## config.mk

```make
export PLATFORM = sky130hd
export DESIGN_NAME = pipe_ctrl_flat
export DESIGN_NICKNAME = d
export VERILOG_FILES = /design/src/rtl/pipe_ctrl_pkg.sv /design/src/rtl/pipe_ctrl_if.sv /design/src/rtl/pipe_ctrl_stall_encoder.sv /design/src/rtl/pipe_ctrl.sv /design/src/flat_wrapper.sv
export SDC_FILE = /design/constraint.sdc
export NUM_CORES = 1
export LEC_CHECK = 0
export CAP_MARGIN = 20
export CORE_AREA = 2 2 106 108
export DETAILED_ROUTE_END_ITERATION = 8
export DIE_AREA = 0 0 108 110
export DONT_BUFFER_PORTS = 1
export GPL_ROUTABILITY_DRIVEN = 0
export GPL_TIMING_DRIVEN = 0
export PLACE_DENSITY = 0.55
export SYNTH_ARGS = -nofsm -noshare
export SYNTH_HDL_FRONTEND = slang
export SYNTH_HIERARCHICAL = 1
export SYNTH_SLANG_ARGS = --single-unit
```

## constraint.sdc

```tcl
create_clock -name clk -period 2.8 [get_ports clk]
set_input_delay 0.84 -clock clk [delete_from_list [all_inputs] [get_ports clk]]
set_output_delay 0.84 -clock clk [all_outputs]
set_load 0.05 [all_outputs]
```

## src/rtl/pipe_ctrl_pkg.sv

```systemverilog
// pipe_ctrl_pkg: shared constants, state type and helpers for the pipeline sequencing controller.
package pipe_ctrl_pkg;
    localparam int ADDR_W = 32;
    localparam int DEF_BOOT_CYCLES = 4;
    localparam logic [5:0] STALL_NONE = 6'b000000;
    localparam logic [5:0] STALL_IF   = 6'b000011;
    localparam logic [5:0] STALL_ID   = 6'b000111;
    localparam logic [5:0] STALL_EX   = 6'b001111;
    localparam logic [5:0] STALL_MEM  = 6'b011111;
    localparam logic [5:0] STALL_ALL  = 6'b111111;
    localparam logic [5:0] KEEP_FETCH = 6'b111100;
    typedef enum logic [1:0] {RUN, TRAP_SAVE, TRAP_JUMP, MRET_JUMP} state_t;
    function automatic logic [ADDR_W-1:0] word_align(input logic [ADDR_W-1:0] a);
        return a & ~ADDR_W'(3);
    endfunction
endpackage

```

## src/rtl/pipe_ctrl_if.sv

```systemverilog
// pipe_ctrl_if: stall/trap/redirect bundle between the sequencing controller and the pipeline.
interface pipe_ctrl_if;
    import pipe_ctrl_pkg::*;
    logic              stallreq_if;
    logic              stallreq_id;
    logic              stallreq_ex;
    logic              stallreq_mem;
    logic              branch_flag;
    logic [ADDR_W-1:0] branch_addr;
    logic              trap_req;
    logic [ADDR_W-1:0] trap_cause;
    logic [ADDR_W-1:0] trap_pc;
    logic              mret;
    logic [ADDR_W-1:0] mtvec;
    logic [ADDR_W-1:0] mepc;
    logic [5:0]        stalled;
    logic              flush;
    logic              redirect_flag;
    logic [ADDR_W-1:0] redirect_addr;
    logic              pc_change_en;
    logic              trap_ack;
    logic              csr_we;
    logic [ADDR_W-1:0] csr_mepc;
    logic [ADDR_W-1:0] csr_mcause;
    modport master (
        input  stallreq_if, stallreq_id, stallreq_ex, stallreq_mem,
        input  branch_flag, branch_addr, trap_req, trap_cause, trap_pc,
        input  mret, mtvec, mepc,
        output stalled, flush, redirect_flag, redirect_addr, pc_change_en,
        output trap_ack, csr_we, csr_mepc, csr_mcause
    );
    modport slave (
        output stallreq_if, stallreq_id, stallreq_ex, stallreq_mem,
        output branch_flag, branch_addr, trap_req, trap_cause, trap_pc,
        output mret, mtvec, mepc,
        input  stalled, flush, redirect_flag, redirect_addr, pc_change_en,
        input  trap_ack, csr_we, csr_mepc, csr_mcause
    );
endinterface

```

## src/rtl/pipe_ctrl_stall_encoder.sv

```systemverilog
// pipe_ctrl_stall_encoder: priority-merges per-stage stall requests into the hold vector.
module pipe_ctrl_stall_encoder
    import pipe_ctrl_pkg::*;
(
    input  logic       req_if,
    input  logic       req_id,
    input  logic       req_ex,
    input  logic       req_mem,
    output logic [5:0] stalled
);
    // the oldest stalling stage freezes itself and everything younger
    assign stalled = req_mem ? STALL_MEM :
                     req_ex  ? STALL_EX  :
                     req_id  ? STALL_ID  :
                     req_if  ? STALL_IF  : STALL_NONE;
endmodule

```

## src/rtl/pipe_ctrl.sv

```systemverilog
// pipe_ctrl: stall merging, trap/mret/branch redirect arbitration and post-reset fetch gating.
module pipe_ctrl
    import pipe_ctrl_pkg::*;
#(
    parameter int BOOT_CYCLES = DEF_BOOT_CYCLES
) (
    input logic        clk,
    input logic        rst,
    pipe_ctrl_if.master bus
);
    localparam int CW = $clog2(BOOT_CYCLES + 1);
    state_t            state;
    logic [CW-1:0]     boot_cnt;
    logic [ADDR_W-1:0] mepc_q;
    logic [ADDR_W-1:0] mcause_q;
    logic [5:0]        enc;
    logic              boot_done;
    logic              run;
    logic              take_trap;
    logic              take_mret;
    logic              take_br;

    pipe_ctrl_stall_encoder u_enc (
        .req_if (bus.stallreq_if),
        .req_id (bus.stallreq_id),
        .req_ex (bus.stallreq_ex),
        .req_mem(bus.stallreq_mem),
        .stalled(enc)
    );

    // nothing is accepted until the boot counter saturates
    assign boot_done = boot_cnt == CW'(BOOT_CYCLES);
    assign run       = boot_done && state == RUN;
    assign take_trap = run && bus.trap_req && !bus.stallreq_mem;
    assign take_mret = run && bus.mret && !bus.trap_req && !bus.stallreq_mem;
    assign take_br   = run && bus.branch_flag && !take_trap && !take_mret;

    always_ff @(posedge clk or posedge rst) begin
        if (rst) begin
            state    <= RUN;
            boot_cnt <= '0;
            mepc_q   <= '0;
            mcause_q <= '0;
        end else begin
            if (!boot_done) boot_cnt <= boot_cnt + CW'(1);
            if (take_trap) begin
                mepc_q   <= bus.trap_pc;
                mcause_q <= bus.trap_cause;
            end
            state <= state == RUN       ? (take_trap ? TRAP_SAVE : take_mret ? MRET_JUMP : RUN) :
                     state == TRAP_SAVE ? TRAP_JUMP : RUN;
        end
    end

    // a taken branch must still let PC/IF load the target even under a younger-stage stall
    assign bus.stalled       = state == TRAP_SAVE ? STALL_ALL :
                               run ? (take_br ? enc & KEEP_FETCH : enc) : STALL_NONE;
    assign bus.flush         = state != RUN || take_br;
    assign bus.redirect_flag = state == TRAP_JUMP || state == MRET_JUMP || take_br;
    assign bus.redirect_addr = state == TRAP_JUMP ? word_align(bus.mtvec) :
                               state == MRET_JUMP ? word_align(bus.mepc) :
                               take_br ? word_align(bus.branch_addr) : '0;
    assign bus.pc_change_en  = boot_done;
    assign bus.trap_ack      = take_trap;
    assign bus.csr_we        = state == TRAP_SAVE;
    assign bus.csr_mepc      = mepc_q;
    assign bus.csr_mcause    = mcause_q;
endmodule

```

## src/flat_wrapper.sv

```systemverilog
// flat-port wrapper written by rule: the top's interface ports become plain ports
module pipe_ctrl_flat import pipe_ctrl_pkg::*;
#(
    parameter int BOOT_CYCLES = DEF_BOOT_CYCLES
)
  (clk, rst, bus_stallreq_if, bus_stallreq_id, bus_stallreq_ex, bus_stallreq_mem, bus_branch_flag, bus_branch_addr, bus_trap_req, bus_trap_cause, bus_trap_pc, bus_mret, bus_mtvec, bus_mepc, bus_stalled, bus_flush, bus_redirect_flag, bus_redirect_addr, bus_pc_change_en, bus_trap_ack, bus_csr_we, bus_csr_mepc, bus_csr_mcause);
  pipe_ctrl_if bus_i ();
  input logic clk;
  input logic rst;
  input wire logic [$bits(bus_i.stallreq_if)-1:0] bus_stallreq_if;
  input wire logic [$bits(bus_i.stallreq_id)-1:0] bus_stallreq_id;
  input wire logic [$bits(bus_i.stallreq_ex)-1:0] bus_stallreq_ex;
  input wire logic [$bits(bus_i.stallreq_mem)-1:0] bus_stallreq_mem;
  input wire logic [$bits(bus_i.branch_flag)-1:0] bus_branch_flag;
  input wire logic [$bits(bus_i.branch_addr)-1:0] bus_branch_addr;
  input wire logic [$bits(bus_i.trap_req)-1:0] bus_trap_req;
  input wire logic [$bits(bus_i.trap_cause)-1:0] bus_trap_cause;
  input wire logic [$bits(bus_i.trap_pc)-1:0] bus_trap_pc;
  input wire logic [$bits(bus_i.mret)-1:0] bus_mret;
  input wire logic [$bits(bus_i.mtvec)-1:0] bus_mtvec;
  input wire logic [$bits(bus_i.mepc)-1:0] bus_mepc;
  output wire logic [$bits(bus_i.stalled)-1:0] bus_stalled;
  output wire logic [$bits(bus_i.flush)-1:0] bus_flush;
  output wire logic [$bits(bus_i.redirect_flag)-1:0] bus_redirect_flag;
  output wire logic [$bits(bus_i.redirect_addr)-1:0] bus_redirect_addr;
  output wire logic [$bits(bus_i.pc_change_en)-1:0] bus_pc_change_en;
  output wire logic [$bits(bus_i.trap_ack)-1:0] bus_trap_ack;
  output wire logic [$bits(bus_i.csr_we)-1:0] bus_csr_we;
  output wire logic [$bits(bus_i.csr_mepc)-1:0] bus_csr_mepc;
  output wire logic [$bits(bus_i.csr_mcause)-1:0] bus_csr_mcause;
  assign bus_i.stallreq_if = bus_stallreq_if;
  assign bus_i.stallreq_id = bus_stallreq_id;
  assign bus_i.stallreq_ex = bus_stallreq_ex;
  assign bus_i.stallreq_mem = bus_stallreq_mem;
  assign bus_i.branch_flag = bus_branch_flag;
  assign bus_i.branch_addr = bus_branch_addr;
  assign bus_i.trap_req = bus_trap_req;
  assign bus_i.trap_cause = bus_trap_cause;
  assign bus_i.trap_pc = bus_trap_pc;
  assign bus_i.mret = bus_mret;
  assign bus_i.mtvec = bus_mtvec;
  assign bus_i.mepc = bus_mepc;
  assign bus_stalled = bus_i.stalled;
  assign bus_flush = bus_i.flush;
  assign bus_redirect_flag = bus_i.redirect_flag;
  assign bus_redirect_addr = bus_i.redirect_addr;
  assign bus_pc_change_en = bus_i.pc_change_en;
  assign bus_trap_ack = bus_i.trap_ack;
  assign bus_csr_we = bus_i.csr_we;
  assign bus_csr_mepc = bus_i.csr_mepc;
  assign bus_csr_mcause = bus_i.csr_mcause;
  pipe_ctrl #(.BOOT_CYCLES(BOOT_CYCLES)) u_core (.clk(clk), .rst(rst), .bus(bus_i));
endmodule
```

# ---- Word level (Yosys, flattened, before mapping)
# Cells that the tools add are included.
dict set report totals {
  reg_bits 69
  input_bits 169
  out_inout_bits 107
  word_cells 41
}
dict set report classes {
  addsub 1
  n_eq_ne 4
  mux 14
  n_reduce_logical 18
}
# cell count
set op_table {}
lappend op_table {{two-way mux 32 bit} 3}
lappend op_table {{two-way mux 6 bit} 5}
lappend op_table {{two-way mux 2 bit} 6}
lappend op_table {{logical AND 1 bit} 9}
lappend op_table {{equality test 2 bit (second input constant)} 2}
lappend op_table {{zero test 1 bit} 4}
lappend op_table {{adder 3 x 1 -> 3 bit (second input constant)} 1}
lappend op_table {{equality test 3 bit (second input constant)} 1}
lappend op_table {{logical OR 1 bit} 3}
lappend op_table {{equality test 2 x 1 -> 1 bit (second input constant)} 1}
lappend op_table {{zero test 2 bit} 1}
lappend op_table {{nonzero test 2 bit} 1}

# ---- Longest topological paths before layout
# Gate-level depths: netlist of run 1.
dict set report logic_depth {
  ltp_word 10
  ltp_mapped 7
  mapped_depth_nobuf 5
}

# ---- Modules after synthesis
# The synthesis of run 1 kept the hierarchy.
# module n_inst cells_each area_each_um2 seq_area_each_um2
set by_module_without_submodules {}
lappend by_module_without_submodules {pipe_ctrl 1 272 3409.5 1726.7}
lappend by_module_without_submodules {pipe_ctrl_stall_encoder 1 7 46.3 0.0}

# ---- Worst setup path after synthesis of run 1
# OpenSTA, ideal clock, no wires.
dict set report synth_path {
  path_type {input -> output}
  from {in bus_trap_req}
  to {out bus_flush}
  arrival_ps 2213
  required_ps 1960
  slack_ps -253
  cell_stages 3
  path_buffers 0
  path_cell_list {o21bai_1 -> nand2_1 -> o21ai_0}
}
dict set report synth_between {
  elab_chain_len 6
  word_cells_on_any_way 10
  classes_between {reduce/logical (10)}
}
# element line
set synth_rtl {}
lappend synth_rtl {{start, declared} flat_wrapper.sv:16} ;# input wire logic [$bits(bus_i.trap_req)-1:0] bus_trap_req;
lappend synth_rtl {{logical AND 1 bit / zero test 1 bit (equally long branches)} {pipe_ctrl.sv:34, pipe_ctrl.sv:35}}
lappend synth_rtl {{logical AND 1 bit (on tied branches)} {pipe_ctrl.sv:34, pipe_ctrl.sv:35}}
lappend synth_rtl {{zero test 1 bit / logical AND 1 bit (equally long branches)} {pipe_ctrl.sv:36, pipe_ctrl.sv:35}}
lappend synth_rtl {{logical AND 1 bit / zero test 1 bit (equally long branches)} pipe_ctrl.sv:36} ;# assign take_br = run && bus.branch_flag && !take_trap && !take_mret;
lappend synth_rtl {{logical AND 1 bit *} pipe_ctrl.sv:36}
lappend synth_rtl {{logical OR 1 bit *} pipe_ctrl.sv:58} ;# assign bus.flush = state != RUN || take_br;
lappend synth_rtl {{end, declared} flat_wrapper.sv:23} ;# output wire logic [$bits(bus_i.flush)-1:0] bus_flush;
# Every way passes the cells marked *; elsewhere a longest branch is shown, timed or not.

# ---- Worst setup path in the final report of run 1
dict set report layout_path {
  from {in bus_trap_req}
  to {out bus_redirect_addr[25]}
}
dict set report layout_between {
  elab_chain_len 8
  word_cells_on_any_way 12
  classes_between {mux (3); reduce/logical (9)}
}
# element line
set layout_rtl {}
lappend layout_rtl {{logical AND 1 bit / zero test 1 bit (equally long branches)} {pipe_ctrl.sv:34, pipe_ctrl.sv:35}}
lappend layout_rtl {{logical AND 1 bit (on tied branches)} {pipe_ctrl.sv:34, pipe_ctrl.sv:35}}
lappend layout_rtl {{zero test 1 bit / logical AND 1 bit (equally long branches)} {pipe_ctrl.sv:36, pipe_ctrl.sv:35}}
lappend layout_rtl {{logical AND 1 bit / zero test 1 bit (equally long branches)} pipe_ctrl.sv:36}
lappend layout_rtl {{logical AND 1 bit *} pipe_ctrl.sv:36}
lappend layout_rtl {{two-way mux 32 bit *} pipe_ctrl.sv:62} ;# take_br ? word_align(bus.branch_addr) : '0;
lappend layout_rtl {{two-way mux 32 bit *} pipe_ctrl.sv:61} ;# state == MRET_JUMP ? word_align(bus.mepc) :
lappend layout_rtl {{two-way mux 32 bit *} pipe_ctrl.sv:60} ;# assign bus.redirect_addr = state == TRAP_JUMP ? word_align(bus.mtvec) :
lappend layout_rtl {{end, declared} flat_wrapper.sv:25} ;# output wire logic [$bits(bus_i.redirect_addr)-1:0] bus_redirect_addr;
# Marks and branches as above.

==> impl_metrics.json, run 1 <==
{
  "yosysMostFrequentCell": "dfrtp_1",
  "powerDensity_nw_per_um2": 958,
  "die_w_um": 108,
  "fin_cells": 452,
  "yosys.area.top_type": "dfrtp_1",
  "finalMaxSlewViolations": 0,
  "grt_start_max_net_pins": 70,
  "dpl.hpwl_um": 7580,
  "critPathKind": "input pin to output pin",
  "clock_sinks": 69,
  "dieHeight_um": 110,
  "cts_buffers": 9,
  "leakage_nw": 1.85,
  "grt_setup_unrepaired": "true",
  "start_util": 0.323,
  "vias_per_cell": 5.20,
  "clk_path_buf_depth": 2,
  "utilization": 0.426,
  "clockPowerShare": 0.168,
  "max_cap_violations": 0,
  "grt_pass1_wl_um": 13800,
  "ys_top_cells_by_count": "dfrtp_1, mux2_1, nor2_1",
  "core-area_um2": 10700,
  "hold_path.class": "input pin to asynchronous set/reset pin",
  "critical_path.max_stage_delay_ps": 370,
  "drt_first_pass_iters": 4,
  "synth-main-ff-cell": "dfrtp_1",
  "fmax_mhz": 363,
  "worst_pin_slew_ps": 832,
  "track_usage": 0.154,
  "drc": 0,
  "drt_iter0_markers": 83,
  "antenna_found_initial": 0,
  "fin_crit_sh": 0.985,
  "cp_top_family": "compound AO/OA/AOI/OAI gates",
  "ys_seq_elements": 69,
  "cts-root-buf": "clkbuf_8",
  "cp-startpoint": "bus_trap_req",
  "cp-endpoint": "bus_redirect_addr[25]",
  "reg2reg_slack_ps": 790,
  "vdd_drop_max_v": 0.000351,
  "hold_slack_ps": 546,
  "insertedDiodeCount": 0,
  "ant_nets": 0,
  "start_kind": "input pin",
  "crit_path_top_delay_cell": "and4b_4",
  "gr-usage-met2": 0.302,
  "use_met1": 0.156,
  "rows": 38,
  "synthToLayoutAreaGrowth_pct": 31.9,
  "cts_tree": "yes",
  "synth_cells": 279,
  "worstPathRequired_ps": 1960,
  "synth_edf_count": 0,
  "fin_nets": 478,
  "drive_gt1_frac": 0.423,
  "worst_ep_arrival_time_ps": 1920,
  "rr_endpoint": "u_core/bus.csr_mepc[10]",
  "crit_chain": "o21bai_1 > and4b_4 > buf_12 > buf_16 > o2bb2ai_4",
  "vias": 2349,
  "clock_skew_ps": 11.6,
  "clkTransAtPathRegs_ps": 80,
  "synth_area_leaders": "dfrtp_1, mux2_1, mux2_2",
  "routedWlPerCell_um": 21.7,
  "htree_levels": 3,
  "worst-path-buf-inv": 2,
  "setup_viol": 0,
  "p_sw_mw": 2.32,
  "yosysWarnings": 6,
  "maxSlewHeadroom": 0.445,
  "seq_area_frac_synth": 0.500,
  "met3_usage": 0.0511,
  "hold_viol_final": 0,
  "reg2reg_depth": 9,
  "wl_um": 9810,
  "fin_crit_ps": 2760,
  "cp.depth": 5,
  "clk_latency_ps": 330,
  "p_seq_frac": 0.564,
  "grt_pass1_vias": 2496,
  "ys_types": 28,
  "p_sw_frac": 0.531,
  "power_mw": 4.36,
  "fp.dieArea_um2": 11900,
  "top_usage_layer": "met2",
  "synth_area_um2": 3460,
  "io_pins": 276,
  "reg2reg_from": "u_core/boot_cnt[0]",
  "avgSynthCellArea_um2": 12.4,
  "status": "finished, final reports clean",
  "intPower_mw": 2.05,
  "portBuffers": 0,
  "grt-ovfl-total": 0,
  "cp_max_fo": 5,
  "crit_path_end_kind": "output pin",
  "dp.cells": 420,
  "place_area_um2": 3650,
  "synthArstFlopShare": 1.00,
  "combPwrFrac": 0.268,
  "synth_top_area_frac": 0.500,
  "postLayoutCellArea_um2": 4560
}
## kinds of logic after synthesis
kind of cell,synth area share
muxes,0.244
DFF,0.500
AOI/OAI and AO/OA,0.125
and+or+nand+nor,0.0590
buffers and inverters,0.0601
adders and majority gates,0.00724
other,0.00217
xor gates and xnor gates,0.00253
## sequential cells by signal, summed over array words and instances, names as in the netlist
register	count
u_core/bus.csr_mcause	32
u_core/bus.csr_mepc	32
u_core/state	2
u_core/boot_cnt	3
## metrics by stage
stage,setup TNS (ps),worst slack (ps)
4_1_cts,-22.6,-13.9
6_report,0,42.7
3_3_place_gp,-36260,-443
3_5_place_dp,-6760,-393
2_1_floorplan,-528,-28.0
5_1_grt,-116,-25.1
## power by group through the flow
stage	Combinational, mW	Clock (mW)	Sequential [mW]
after global routing	1.23	0.820	2.50
final	1.17	0.735	2.46
after global placement	0.948	0	2.48
after detailed placement	0.976	0	2.49
after CTS	1.16	0.770	2.47
after floorplan	0.851	0	2.41
## placed cells by master, fill, tap and decap left out, types with 2 or more instances in the layout
| cell | instances |
|---|---|
| clkbuf_1 | 3 |
| clkbuf_2 | 2 |
| nand2_1 | 3 |
| inv_1 | 2 |
| clkbuf_8 | 10 |
| clkinvlp_4 | 3 |
| dfrtp_1 | 68 |
| buf_4 | 24 |
| mux2_2 | 26 |
| o2bb2ai_4 | 19 |
| a21o_4 | 4 |
| buf_12 | 2 |
| inv_2 | 2 |
| nor2_1 | 26 |
| a31o_4 | 2 |
| buf_2 | 2 |
| a22o_4 | 10 |
| buf_6 | 3 |
| o21ai_0 | 20 |
| buf_8 | 5 |
| mux2_1 | 49 |
| conb_1 | 3 |
## routing by layer
metal	vias up	share of wire
li1	1042	-
met1	1129	0.32
met2	170	0.56
met3	8	0.10
met4	0	0.011
met5	-	0
## how the worst min path moves through the flow
stage                             startpoint                      end  slack, ps  depth (start not counted)
after CTS                                rst  u_core/bus.csr_mepc[31]        570                          1
after global placement    u_core/boot_cnt[0]       u_core/boot_cnt[0]        560                          2
after floorplan           u_core/boot_cnt[1]       u_core/boot_cnt[1]        540                          2
after detailed placement  u_core/boot_cnt[0]       u_core/boot_cnt[0]        580                          2
final                                    rst  u_core/bus.csr_mepc[31]        550                          1
after global routing                     rst  u_core/bus.csr_mepc[16]        600                          1
## area by class of cell
class	instances	area, um^2
buffer	22	201
clock buffer	10	138
clock inverter	6	47.5
fill	1009	6140
inverter	5	21.3
multi-input combinational	180	2060
sequential	69	1730
tap	140	175
timing repair buffer	20	186
## timing repair
item                       CTS  global route
setup buffers                8            11
resized for setup           84             8
pin swaps                    8             4
hold buffers                 0             0
gates cloned                 1             0
setup endpoints to repair   39            32
(Power assumes the default switching activity.)
==> run 2: changes to the inputs <==
SETUP_SLACK_MARGIN = 0.15   (was not set)
==> run 2 against run 1 <==
Compared with the run above:
- clock skew hardly changed
- worst hold slack worse by 28 ps
- non-clock buffer count is 6 higher
- critical path depth is 3 higher
- die area stayed put
- combinational power is 7% higher
- setup slack worse by 25 ps
- critical endpoint is now bus_redirect_addr[21]
- highest routed layer unchanged
- wire length is 2.8% higher
==> impl_metrics.json, run 2 (same netlist as run 1, synthesis figures left out) <==
{
  "critPathKind": "flip-flop to output pin",
  "fin_nets": 484,
  "drt_first_pass_iters": 4,
  "max_cap_violations": 0,
  "grt_start_max_net_pins": 38,
  "rows": 38,
  "cts_tree": "yes",
  "crit_path_top_delay_cell": "dfrtp_1",
  "postLayoutCellArea_um2": 4820,
  "place_area_um2": 3690,
  "ant_nets": 0,
  "fin_crit_sh": 0.994,
  "portBuffers": 0,
  "crit_top_cell": "buf_12",
  "powerDensity_nw_per_um2": 960,
  "cts-root-buf": "clkbuf_8",
  "cp.depth": 8,
  "worst-path-buf-inv": 4,
  "final_common_cell": "dfrtp_1",
  "dieHeight_um": 110,
  "vias_per_cell": 5.19,
  "fmax_mhz": 359,
  "clkTransAtPathRegs_ps": 80,
  "drt_iter0_markers": 89,
  "hold_viol_final": 0,
  "power_mw": 4.63,
  "crit_chain": "inv_2 > ha_4 > nand2_4 > and4b_1 > buf_8 > buf_12 > buf_12 > o2bb2ai_4",
  "intPower_mw": 2.27,
  "die_w_um": 108,
  "leakage_nw": 1.97,
  "insertedDiodeCount": 0,
  "start_util": 0.323,
  "p_sw_frac": 0.509,
  "worst_pin_slew_ps": 785,
  "crit_path_end_kind": "output pin",
  "routedWlPerCell_um": 22.0,
  "cp_top_family": "buffers and inverters",
  "start_kind": "flip-flop",
  "grt_pass1_vias": 2470,
  "fin_crit_ps": 2780,
  "worst_ep_arrival_time_ps": 1940,
  "fin_cells": 458,
  "wl_um": 10100,
  "drc": 0,
  "core-area_um2": 10700,
  "finalMaxSlewViolations": 0,
  "fp.dieArea_um2": 11900,
  "reg2reg_depth": 9,
  "p_sw_mw": 2.35,
  "status": "finished, final reports clean",
  "grt_setup_unrepaired": "true",
  "worstPathRequired_ps": 1960,
  "antenna_found_initial": 0,
  "cts.hold.buffers_added": 0,
  "combPwrFrac": 0.270,
  "clk_path_buf_depth": 2,
  "drive_gt1_frac": 0.443,
  "fin_ws_ps": 17.5,
  "setup_viol": 0,
  "cts_buffers": 9,
  "track_usage": 0.158,
  "hold_path.class": "input pin to asynchronous set/reset pin",
  "p_seq_frac": 0.531,
  "vias": 2378,
  "synthToLayoutAreaGrowth_pct": 39.4,
  "dp.cells": 421,
  "dp_slack_ps": -365,
  "grt_pass1_wl_um": 13900,
  "cp_max_fo": 6,
  "grt-ovfl-total": 0,
  "clock_sinks": 69,
  "maxSlewHeadroom": 0.476,
  "critical_path.max_stage_delay_ps": 400,
  "setup_tns_ps": 0,
  "io_pins": 276,
  "vdd_drop_max_v": 0.000353,
  "mostFrequentLayoutCells": "dfrtp_1, mux2_1, mux2_2",
  "dpl.hpwl_um": 7460,
  "clock_skew_ps": 11.8,
  "clockPowerShare": 0.200,
  "htree_levels": 3,
  "clk_latency_ps": 340
}
-- run 2: through the flow --
stage	util	hold WS (ps)
2_1_floorplan	-	537
3_3_place_gp	0.343	557
3_5_place_dp	0.345	562
4_1_cts	0.441	517
5_1_grt	0.450	549
6_report	0.450	518
-- run 2: per-layer routing --
layer / wire (um) / global-route usage / up-vias
met1: 3110 / 0.153 / 1130
met4: 184 / 0.0623 / 0
li1: - / - / 1058
met5: 0 / 0 / -
met3: 1140 / 0.0611 / 14
met2: 5650 / 0.302 / 176
-- run 2: path summary, 6_finish.rpt --
path | startpoint | endpoint | slack, ps
setup / recovery | u_core/boot_cnt[0] | bus_redirect_addr[21] | 20
hold / removal | rst | u_core/bus.csr_mepc[11] | 520
setup reg to reg | u_core/boot_cnt[0] | u_core/bus.csr_mcause[15] | 690
hold reg to reg | u_core/boot_cnt[2] | u_core/boot_cnt[2] | 660
max in group asynchronous | rst | u_core/bus.csr_mcause[25] | 1640
min in group clk | bus_trap_cause[19] | u_core/bus.csr_mcause[19] | 620
-- run 2: area by class of cell --
class / count / area [um^2]
plain buffers: 26 / 283
clock buffers: 9 / 124
clock inverters: 7 / 106
fillers: 991 / 5880
inverters: 5 / 21.3
multi-input cells: 180 / 2090
flip-flops and latches: 69 / 1730
well taps: 140 / 175
repair buffers: 22 / 297
-- run 2: what timing repair did --
| action | in CTS | in global routing |
|---|---|---|
| pin swaps | 22 | 12 |
| resized for setup | 105 | 4 |
| endpoints found under the setup margin | 40 | 39 |
| gates cloned | 3 | 1 |
| setup buffers | 10 | 7 |
-- run 2: power groups by stage --
stage               clock, mW  combinational, mW  sequential [mW]
CTS                     0.968               1.23             2.46
global placement            0              0.949             2.48
floorplan                   0              0.859             2.41
finish                  0.925               1.25             2.45
global route             1.01               1.32             2.49
detailed placement          0              0.979             2.49
==> run 3: changes to the inputs <==
TNS_END_PERCENT = 1   (was not set)
==> run 3 against run 2 <==
Compared with the run above:
- sequential share of layout area is 2.2 points higher
- first-iteration DRC count fell by 2.2%
- clock power fell by 26%
- worst hold slack got worse by 78 ps
- global-route usage grew 0.36 points
- count of clock-buffer cells in the layout is the same
- final area shrank 5.8%
- power is 6.5% lower
- core utilization shrank 2.6 points
- critical endpoint is now bus_redirect_addr[29]
==> impl_metrics.json, run 3 (same netlist as run 1, synthesis figures left out) <==
{
  "fin_crit_ps": 2790,
  "io_pins": 276,
  "critPathKind": "flip-flop to output pin",
  "power_mw": 4.32,
  "vias_per_cell": 5.29,
  "die_w_um": 108,
  "worst_pin_slew_ps": 713,
  "setup_tns_ps": 0,
  "synthToLayoutAreaGrowth_pct": 31.4,
  "cts-root-buf": "clkbuf_8",
  "fmax_mhz": 358,
  "grt_pass1_wl_um": 14400,
  "postLayoutCellArea_um2": 4540,
  "htree_levels": 3,
  "maxSlewHeadroom": 0.525,
  "hold_viol_final": 0,
  "powerDensity_nw_per_um2": 953,
  "track_usage": 0.162,
  "grt_start_max_net_pins": 45,
  "fp.dieArea_um2": 11900,
  "reg2reg_slack_ps": 790,
  "hold_path.class": "input pin to asynchronous set/reset pin",
  "fin_cells": 443,
  "fin_nets": 469,
  "drt_iter0_markers": 87,
  "max_cap_violations": 0,
  "cts.hold.buffers_added": 0,
  "setup_viol": 0,
  "clock_sinks": 69,
  "mostFrequentLayoutCells": "dfrtp_1, mux2_1, nor2_1, mux2_2, o21ai_0",
  "fin_crit_sh": 0.998,
  "grt_setup_unrepaired": "true",
  "leakage_nw": 1.83,
  "vias": 2344,
  "cts_tree": "yes",
  "start_kind": "flip-flop",
  "worstPathRequired_ps": 1960,
  "grt_pass1_vias": 2543,
  "crit_path_end_kind": "output pin",
  "wl_um": 10000,
  "grt-ovfl-total": 0,
  "dieHeight_um": 110,
  "ant_nets": 0,
  "core-area_um2": 10700,
  "clk_latency_ps": 330,
  "cts_buffers": 9,
  "status": "finished, final reports clean",
  "clk_path_buf_depth": 2,
  "dpl.hpwl_um": 7770,
  "start_util": 0.323,
  "antenna_found_initial": 1,
  "portBuffers": 0,
  "drt_first_pass_iters": 4,
  "clock_skew_ps": 11.3,
  "place_area_um2": 3660,
  "vdd_drop_max_v": 0.000379,
  "clkTransAtPathRegs_ps": 80,
  "rows": 38,
  "worst_ep_arrival_time_ps": 1950,
  "cp_max_fo": 5,
  "final_common_cell": "dfrtp_1",
  "drive_gt1_frac": 0.404,
  "routedWlPerCell_um": 22.6,
  "drc": 0,
  "finalMaxSlewViolations": 0,
  "dp.cells": 421
}
## run 3: cell types whose count changed in the layout (fill, tap and decap cells not counted), moves of 2 or more
cell / change
buf_12: -3
buf_16: -2
buf_4: -10
bufinv_16: -2
clkinv_2: +3
clkinv_4: -2
nor2_1: +2
nor2_2: -2
## run 3: stage by stage
stage | hold WS (ps) | util | setup slack (ps)
2_1_floorplan | 537 | - | -28.0
3_3_place_gp | 556 | 0.340 | -417
3_5_place_dp | 570 | 0.342 | -373
4_1_cts | 428 | 0.419 | -60.9
5_1_grt | 461 | 0.424 | -85.9
6_report | 440 | 0.424 | 5.58
## run 3: cell type report
class                      instances  area, um^2
fill                             997        6160
multi-input combinational        180        2080
sequential                        69        1730
buffer                            26         277
tap                              140         175
clock buffer                       9         124
timing repair buffer               7        97.6
clock inverter                     6        40.0
inverter                           5        21.3
antenna                            1        2.50
## run 3: path summary, 6_finish.rpt
kind | start | endpoint | depth (start not counted)
worst max-delay path | u_core/boot_cnt[0] | bus_redirect_addr[29] | 8
worst min-delay path | rst | u_core/bus.csr_mepc[14] | 1
worst max register to register | u_core/boot_cnt[0] | u_core/bus.csr_mcause[2] | 8
worst min register to register | u_core/boot_cnt[0] | u_core/boot_cnt[0] | 2
max in group asynchronous | rst | u_core/bus.csr_mcause[31] | 2
min in group clk | u_core/boot_cnt[0] | u_core/boot_cnt[0] | 2
## run 3: report_power, final
group / internal [mW] / switching, mW / total, mW
combinational: 0.448 / 0.734 / 1.18
clock: 0.316 / 0.369 / 0.685
sequential: 1.26 / 1.20 / 2.46
## run 3: metal layers
metal	GRT usage	share of wire	vias to the layer above
li1	-	-	1029
met1	0.148	0.30	1127
met2	0.310	0.56	174
met3	0.0606	0.11	14
met4	0.0852	0.031	0
met5	0	0	-
## run 3: critical path: stages (launching register included)
cell	delay, ps
dfrtp_1	400
inv_2	90
ha_4	170
nand2_8	60
and4b_1	300
buf_8	150
buf_12	110
buf_12	120
o2bb2ai_4	220
## run 3: timing repair
item | CTS | global route
setup buffers | 2 | 3
cloned | 1 | 0
endpoints found under the setup margin | 40 | 38
pin swaps | 19 | 12
gates resized for setup | 103 | 13
